==> src/rtl/simon_playback_scheduler.sv <==
// -----------------------------------------------------------------------------
// simon_playback_scheduler
//
// Plays the stored Simon Says pattern back on the four LEDs. After a start
// request it walks the sequence memory from index 0 up to the latched last
// index. Each step is a dark gap of OFF_TICKS cycles followed by ON_TICKS
// cycles with that step's LED lit. A one-cycle done pulse marks the end of the
// run, and then the block returns to idle.
//
// Ports:
//   i_Clk         system clock
//   i_Rst         asynchronous, active-high reset
//   i_Start       playback request, only looked at while idle
//   i_Abort       cancels a running playback; wins over everything but reset
//   i_Last_Index  index of the final step; clamped to MAX_LEN-1 and latched
//                 when the start is accepted
//   o_Rd_Index    read address into the sequence register file
//   i_Rd_Data     button ID at o_Rd_Index (combinational read)
//   o_LED         one-hot LED drive, all zero while dark
//   o_Busy        high from the cycle after start until the done cycle
//   o_Done        single-cycle completion pulse
//   o_Step        index currently being played (same as o_Rd_Index)
// -----------------------------------------------------------------------------
module simon_playback_scheduler #(
    parameter int CNTS_PER_SEC = 25000000,
    parameter int ON_TICKS     = CNTS_PER_SEC / 4,
    parameter int OFF_TICKS    = CNTS_PER_SEC / 4,
    parameter int MAX_LEN      = 11,
    parameter int IDX_W        = $clog2(MAX_LEN)
) (
    input  logic             i_Clk,
    input  logic             i_Rst,
    input  logic             i_Start,
    input  logic             i_Abort,
    input  logic [IDX_W-1:0] i_Last_Index,
    output logic [IDX_W-1:0] o_Rd_Index,
    input  logic [1:0]       i_Rd_Data,
    output logic [3:0]       o_LED,
    output logic             o_Busy,
    output logic             o_Done,
    output logic [IDX_W-1:0] o_Step
);

    // One shared tick counter serves both phases, so it is sized for the
    // longer of the two.
    localparam int TICK_MAX = (ON_TICKS > OFF_TICKS) ? ON_TICKS : OFF_TICKS;
    localparam int TICK_W   = $clog2(TICK_MAX + 1);

    localparam logic [TICK_W-1:0] ON_LAST  = TICK_W'(ON_TICKS - 1);
    localparam logic [TICK_W-1:0] OFF_LAST = TICK_W'(OFF_TICKS - 1);
    localparam logic [IDX_W-1:0]  IDX_MAX  = IDX_W'(MAX_LEN - 1);

    typedef enum logic [1:0] {
        IDLE,
        GAP,
        ON,
        DONE
    } state_t;

    state_t            state;
    logic [TICK_W-1:0] tick;
    logic [IDX_W-1:0]  index;
    logic [IDX_W-1:0]  last;
    logic [1:0]        data;

    function automatic logic [3:0] one_hot(input logic [1:0] id);
        one_hot = 4'b0001 << id;
    endfunction

    // The LED is a pure decode of registered state and the captured button
    // ID. The ID is sampled on the last gap cycle so the LED is steady for the
    // whole ON window, whatever the read port does afterwards.
    assign o_LED      = (state == ON) ? one_hot(data) : 4'b0000;
    assign o_Rd_Index = index;
    assign o_Step     = index;

    // Playback sequencer. An abort from any active state drops straight back
    // to idle without a done pulse. The index only advances on the ON->GAP
    // transition, so it can never pass the clamped last index.
    always_ff @(posedge i_Clk or posedge i_Rst) begin
        if (i_Rst) begin
            state  <= IDLE;
            tick   <= '0;
            index  <= '0;
            last   <= '0;
            data   <= '0;
            o_Busy <= 1'b0;
            o_Done <= 1'b0;
        end else if (i_Abort && (state != IDLE)) begin
            state  <= IDLE;
            tick   <= '0;
            index  <= '0;
            o_Busy <= 1'b0;
            o_Done <= 1'b0;
        end else begin
            case (state)
                IDLE: begin
                    o_Done <= 1'b0;
                    if (i_Start && !i_Abort) begin
                        state  <= GAP;
                        index  <= '0;
                        tick   <= '0;
                        last   <= (i_Last_Index > IDX_MAX) ? IDX_MAX : i_Last_Index;
                        o_Busy <= 1'b1;
                    end
                end
                GAP: begin
                    if (tick == OFF_LAST) begin
                        data  <= i_Rd_Data;
                        tick  <= '0;
                        state <= ON;
                    end else begin
                        tick <= tick + TICK_W'(1);
                    end
                end
                ON: begin
                    if (tick == ON_LAST) begin
                        tick <= '0;
                        if (index == last) begin
                            state  <= DONE;
                            o_Done <= 1'b1;
                        end else begin
                            index <= index + IDX_W'(1);
                            state <= GAP;
                        end
                    end else begin
                        tick <= tick + TICK_W'(1);
                    end
                end
                DONE: begin
                    state  <= IDLE;
                    o_Done <= 1'b0;
                    o_Busy <= 1'b0;
                end
                default: begin
                    state <= IDLE;
                end
            endcase
        end
    end

endmodule

==> config.mk <==
export PLATFORM = sky130hd
export DESIGN_NAME = simon_playback_scheduler
export DESIGN_NICKNAME = d
export VERILOG_FILES = /design/src/rtl/simon_playback_scheduler.sv
export SDC_FILE = /design/constraint.sdc
export NUM_CORES = 1
export LEC_CHECK = 0
export BUFFER_PORTS_ARGS = -buffer_cell sky130_fd_sc_hd__buf_2
export CELL_PAD_IN_SITES_DETAIL_PLACEMENT = 0
export CELL_PAD_IN_SITES_GLOBAL_PLACEMENT = 2
export CORE_ASPECT_RATIO = 0.5
export CORE_MARGIN = 5
export CORE_UTILIZATION = 39
export CTS_CLUSTER_DIAMETER = 50
export DETAILED_ROUTE_END_ITERATION = 7
export PLACE_DENSITY = 0.8
export SLEW_MARGIN = 0
export SYNTH_ARGS = -nofsm -noshare
export SYNTH_HDL_FRONTEND = slang
export SYNTH_SLANG_ARGS = --single-unit
==> constraint.sdc <==
create_clock -name i_Clk -period 3.29 [get_ports i_Clk]
set_input_delay 0.1645 -clock i_Clk [delete_from_list [all_inputs] [get_ports i_Clk]]
set_output_delay 0.1645 -clock i_Clk [all_outputs]
set_load 0.01 [all_outputs]
# Yosys cells after proc, flatten, opt, wreduce, memory -nomap -nowiden
# Index checks and enable logic that the tools add are counted.
[classes] n_reduce_logical=18 bitwise=1 n_lt_le_gt_ge=1 n_eq_ne=10 n_addsub=2 shifts=1 mux=24
[ops] op="two-way mux 23 bit" n=3
[ops] op="one-hot mux 23 bit (2 select lines)" n=1
[ops] op="two-way mux 4 bit" n=6
[ops] op="adder 23 x 1 -> 23 bit (second input constant)" n=1
[ops] op="== test 23 bit (second input constant)" n=1
[ops] op="AND reduction 3 bit" n=4
[ops] op="nonzero test 3 bit" n=4
[ops] op="two-way mux 2 bit" n=5
[ops] op="!= test 3 bit (second input constant)" n=3
[ops] op="one-hot mux 2 bit (4 select lines)" n=1
[ops] op="one-hot mux 4 bit (2 select lines)" n=1
[ops] op="!= test 3 x 1 -> 1 bit (second input constant)" n=2
[ops] op="two-way mux 1 bit" n=5
[ops] op="adder 4 x 1 -> 4 bit (second input constant)" n=1
[ops] op="== test 2 bit (second input constant)" n=2
[ops] op="== test 4 bit" n=1
[ops] op="> comparator 4 bit (second input constant)" n=1
[ops] op="one-hot mux 1 bit (2 select lines)" n=2
[ops] op="AND reduction 2 bit" n=2
[ops] op="AND reduction 4 bit" n=1
[ops] op="OR reduction 2 bit" n=2
[ops] op="left shift 1 x 2 -> 4 bit (first input constant)" n=1
[ops] op="== test 2 x 1 -> 1 bit (second input constant)" n=1
[ops] op="logical AND 1 bit" n=2
[ops] op="other kinds (4)" n=4
[word_totals] wordCells=64 reg_bits=37

# Depth between registers and ports, before layout
[logic_depth] word_depth=5 mapped_depth=9 ltp_nobuf=7

# Worst setup path before layout
# OpenSTA, ideal clock, no wires.
[synth_path] path_type="register to register" startpoint="register state[0]" endpoint="register tick[18]" stages_incl_launch_ff=10 arrival_time_ns=1.854 n_path_buf=3 slack_ns=1.318 setup_time_ns=0.119 cell_sequence="dfrtp_1 inv_1 ha_1 buf_6 and2_2 or2_2 clkbuf_1 nor2_2 buf_6 nor2_1"
[synth_between] elab_chain_len=4
[synth_lines] item="from (decl)" line_no="60" source="state_t state;"
[synth_lines] item="from (signal assigned)" line_no="82" source="state <= IDLE;"
[synth_lines] item="from (signal assigned)" line_no="90" source="state <= IDLE;"
[synth_lines] item="from (signal assigned)" line_no="100" source="state <= GAP;"
[synth_lines] item="== test 2 bit (tied with other cells)" line_no="96" source="case (state)"
[synth_lines] item="OR reduction 2 bit (no line) / logical AND 1 bit (equally long branches)"
[synth_lines] item="one-hot mux 23 bit (2 select lines) (tied with other cells)" line_no="96"
[synth_lines] item="two-way mux 23 bit / AND reduction 2 bit (equally long branches)"
[synth_lines] item="to (signal assigned)" line_no="113" source="tick <= tick + TICK_W'(1);"
[synth_lines] item="to (signal assigned)" line_no="127" source="tick <= tick + TICK_W'(1);"
[synth_lines] item="to (decl)" line_no="61" source="logic [TICK_W-1:0] tick;"
# Several ways; a longest one is shown, not always the timed one.
# A chain may end at the register's enable or synchronous reset.

# Worst setup path after layout
[layout_path] startpoint="register tick[15]" endpoint="register tick[11]"
[layout_between] elab_chain_len=4
[layout_lines] item="== test 23 bit" line_no="108, 117"
[layout_lines] item="two-way mux 23 bit" line_no="108, 117"
[layout_lines] item="one-hot mux 23 bit (2 select lines)" line_no="96"
[layout_lines] item="two-way mux 23 bit" line_no="89" source="end else if (i_Abort && (state != IDLE)) begin"
# Every way passes these cells.

==> results.yml <==
drt:
  drt_iter0_drc: 170
  postRouteAntennaNets: 0
  dr.pass1.iters: 4
  vias_per_cell: 5.43
  wl_per_cell_um: 15.1
  vias: 1853
  wirelength_um: 5150
  drc: 0
clocking:
  cts.sink_count: 37
  clk_latency_ps: 280
  holdBufCountCts: 0
  tritoncts: "done"
  ctsResizeCount: 0
  numCtsBuffers: 5
  root_buffer: "clkbuf_16"
  cts_max_path_buffers: 2
  h-tree-depth: 2
  postCtsSetupBuffers: 0
  clkTransAtPathRegs_ps: 60
sta:
  hold_viol: 4
  whs_ps: -0.489
  fmax_mhz: 428
  finalSetupTns_ps: 0
  slew_headroom: 0.449
  worst_clock_skew_ps: 2.85
  slew_viol_final: 0
  finalSetupViolations: 0
  setup_ws_ps: 951
  layout_min_cycle_time_ps: 2340
  post-route-period-util: 0.711
  tightest_slew_ps: 806
  grt_setup_unrepaired: "no"
die:
  row_count: 19
  core_area_mm2: 0.00552
  die_area_mm2: 0.00742
  start_util: 0.404
  chipWidth_um: 117
  die_h_um: 63.5
  pin_count: 24
critical_path:
  r2r-end: "tick[11]$_DFFE_PP0P_"
  reg2regPathDepth: 6
  setup.worst_path.start: "tick[15]$_DFFE_PP0P_"
  cp-endpoint: "tick[11]$_DFFE_PP0P_"
  arrival_ps: 2480
  worstSetupPathType: "reg -> reg"
  r2r_setup_slack_ps: 950
  worstPathRequired_ps: 3430
  startpoint_type: "register"
  cp_max_fo: 14
  reg2reg_from: "tick[15]$_DFFE_PP0P_"
  crit_path_end_kind: "register"
placement:
  dp_slack_ps: 910
  post-place-cells: 333
  gp_congestion: 0.766
  port-buffer-count: 23
  placed_cell_area_mm2: 0.00238
  hpwl_um: 3690
power_and_ir_drop:
  power_mw: 1.66
  vdd_ir_drop_max_uv: 251
  power_density_mw_per_mm2: 650
  leakage_nw: 1.16
synth:
  yosysMostFrequentCell: "dfrtp_1"
  yosysWarnings: 0
  ys_ff_latch: 37
  syn-num-nets: 262
  synth-main-ff-cell: "dfrtp_1"
  synth_top_area_cell: "dfrtp_1"
  async_flop_share: 1.00
  netlist_instances: 245
  syn_area_per_cell_um2: 9.10
  synth_top_area_frac: 0.415
  synth_common_cells: "dfrtp_1, nand2_1, nand3_1, nor2_1, inv_1"
  yosysSeqAreaShare: 0.415
  ys_types: 44
  synth_edf_count: 0
  synth_area_leaders: "dfrtp_1, nand3_1, ha_1, nand4_1, nand2_1"
  synth.cell_area_mm2: 0.00223
layout:
  finalNetCount: 284
  num_antenna_cells: 0
  finish.utilization: 0.463
  stdcell_area_mm2: 0.00255
  stdcell_count: 341
  nFillCells: 539
  drive_gt1_frac: 0.187
  area_growth_pct: 14.5
grt:
  grt.total_usage: 0.150
  first_global_vias: 1789
  antenna_found_initial: 0
  grt-ovfl-total: 0
  grt_max_degree: 38
  grt_pass1_wl_um: 8780
worst_hold_path:
  hp-class: "in -> async"
status:
  violations: "negative hold slack"
  status: "finished, violations left"
job:
  max_cap_violations: 0
==> report_power, final <==
part | internal (mW) | leakage (nW) | switching [mW]
clock network | 0.378 | 0.0831 | 0.187
registers | 0.509 | 0.504 | 0.0452
logic | 0.189 | 0.569 | 0.350
total | 1.08 | 1.16 | 0.582
==> flip-flops by register name, indices dropped and copies added (netlist names) <==
name / count
data: 2
last: 4
o_Busy: 1
tick: 23
state: 2
o_Rd_Index: 4
o_Done: 1
==> cells in the final DEF, fill, tap and decap left out, drive strengths merged <==
master / synthesis / final
mux2: 4 / 4
o31ai: 1 / 1
nand2b: 3 / 3
and2: 3 / 3
o22ai: 4 / 4
a2111oi: 1 / 1
dfrtp: 37 / 37
or2: 1 / 1
nor2b: 2 / 2
ha: 7 / 7
nand2: 21 / 21
o211ai: 2 / 2
nand4: 14 / 14
nor4b: 1 / 1
nor4: 2 / 2
and4: 3 / 3
clkinvlp: 0 / 1
nor3b: 1 / 1
o221a: 1 / 1
nand3: 20 / 20
nor2: 21 / 21
a21oi: 14 / 14
or4b: 1 / 1
o21ai: 16 / 16
clkbuf: 1 / 6
buf: 10 / 26
and3: 9 / 9
bufinv: 0 / 1
xor2: 8 / 8
or3: 5 / 5
a211oi: 2 / 2
mux2i: 4 / 4
inv: 16 / 16
nor3: 3 / 3
xnor2: 7 / 7
==> how the worst min path moves through the flow <==
stage / cells after the start / slack (ps) / from / end
2_1_floorplan: 1 / 260 / i_Abort / o_Busy$_DFFE_PP0P_
3_3_place_gp: 3 / 300 / i_Rst / tick[22]$_DFFE_PP0P_
3_5_place_dp: 3 / 310 / i_Rst / tick[20]$_DFFE_PP0P_
4_1_cts: 3 / 10 / i_Rst / data[1]$_DFFE_PP0P_
5_1_grt: 3 / 60 / i_Rst / data[1]$_DFFE_PP0P_
6_report: 3 / -0.5 / i_Rst / tick[13]$_DFFE_PP0P_
==> cell families (layout without fill, tap and decap cells) <==
| family | after synthesis | after routing | synth area share |
|---|---|---|---|
| adder cells (fa/ha/maj) | 7 | 7 | 0.0393 |
| AND/OR/NAND/NOR | 110 | 110 | 0.273 |
| XOR/XNOR | 15 | 15 | 0.0589 |
| AO/OA/AOI/OAI | 41 | 41 | 0.109 |
| multiplexers | 8 | 8 | 0.0398 |
| buffers and inverters | 27 | 50 | 0.0640 |
| flip-flops | 37 | 37 | 0.415 |
==> metal layers <==
layer | global-route usage | part of all wire | wire length [um] | up-vias
met5 | 0 | 0 | 0 | -
li1 | - | - | - | 906
met3 | 0.0411 | 0.058 | 301 | 7
met2 | 0.226 | 0.44 | 2250 | 39
met4 | 0.0472 | 0.014 | 71 | 0
met1 | 0.209 | 0.49 | 2530 | 901
==> final cells by class <==
type	instances	area (um2)	share of cell area
flip-flops and latches	37	926	0.363
multi-input cells	181	1160	0.455
well taps	73	91.3	0.0358
inverters	16	60.1	0.0235
repair buffers	26	138	0.0539
clock buffers	6	139	0.0544
clock inverters	2	37.5	0.0147
==> worst max-delay path, cell delays in order (launching register included) <==
cell and delay [ps]:
dfrtp_1 420, or4b_4 570, nor4_4 300, a21oi_1 120
buf_4 190, nor2_2 480, nor2b_1 110
No activity file was read; power rests on OpenSTA's default activity.
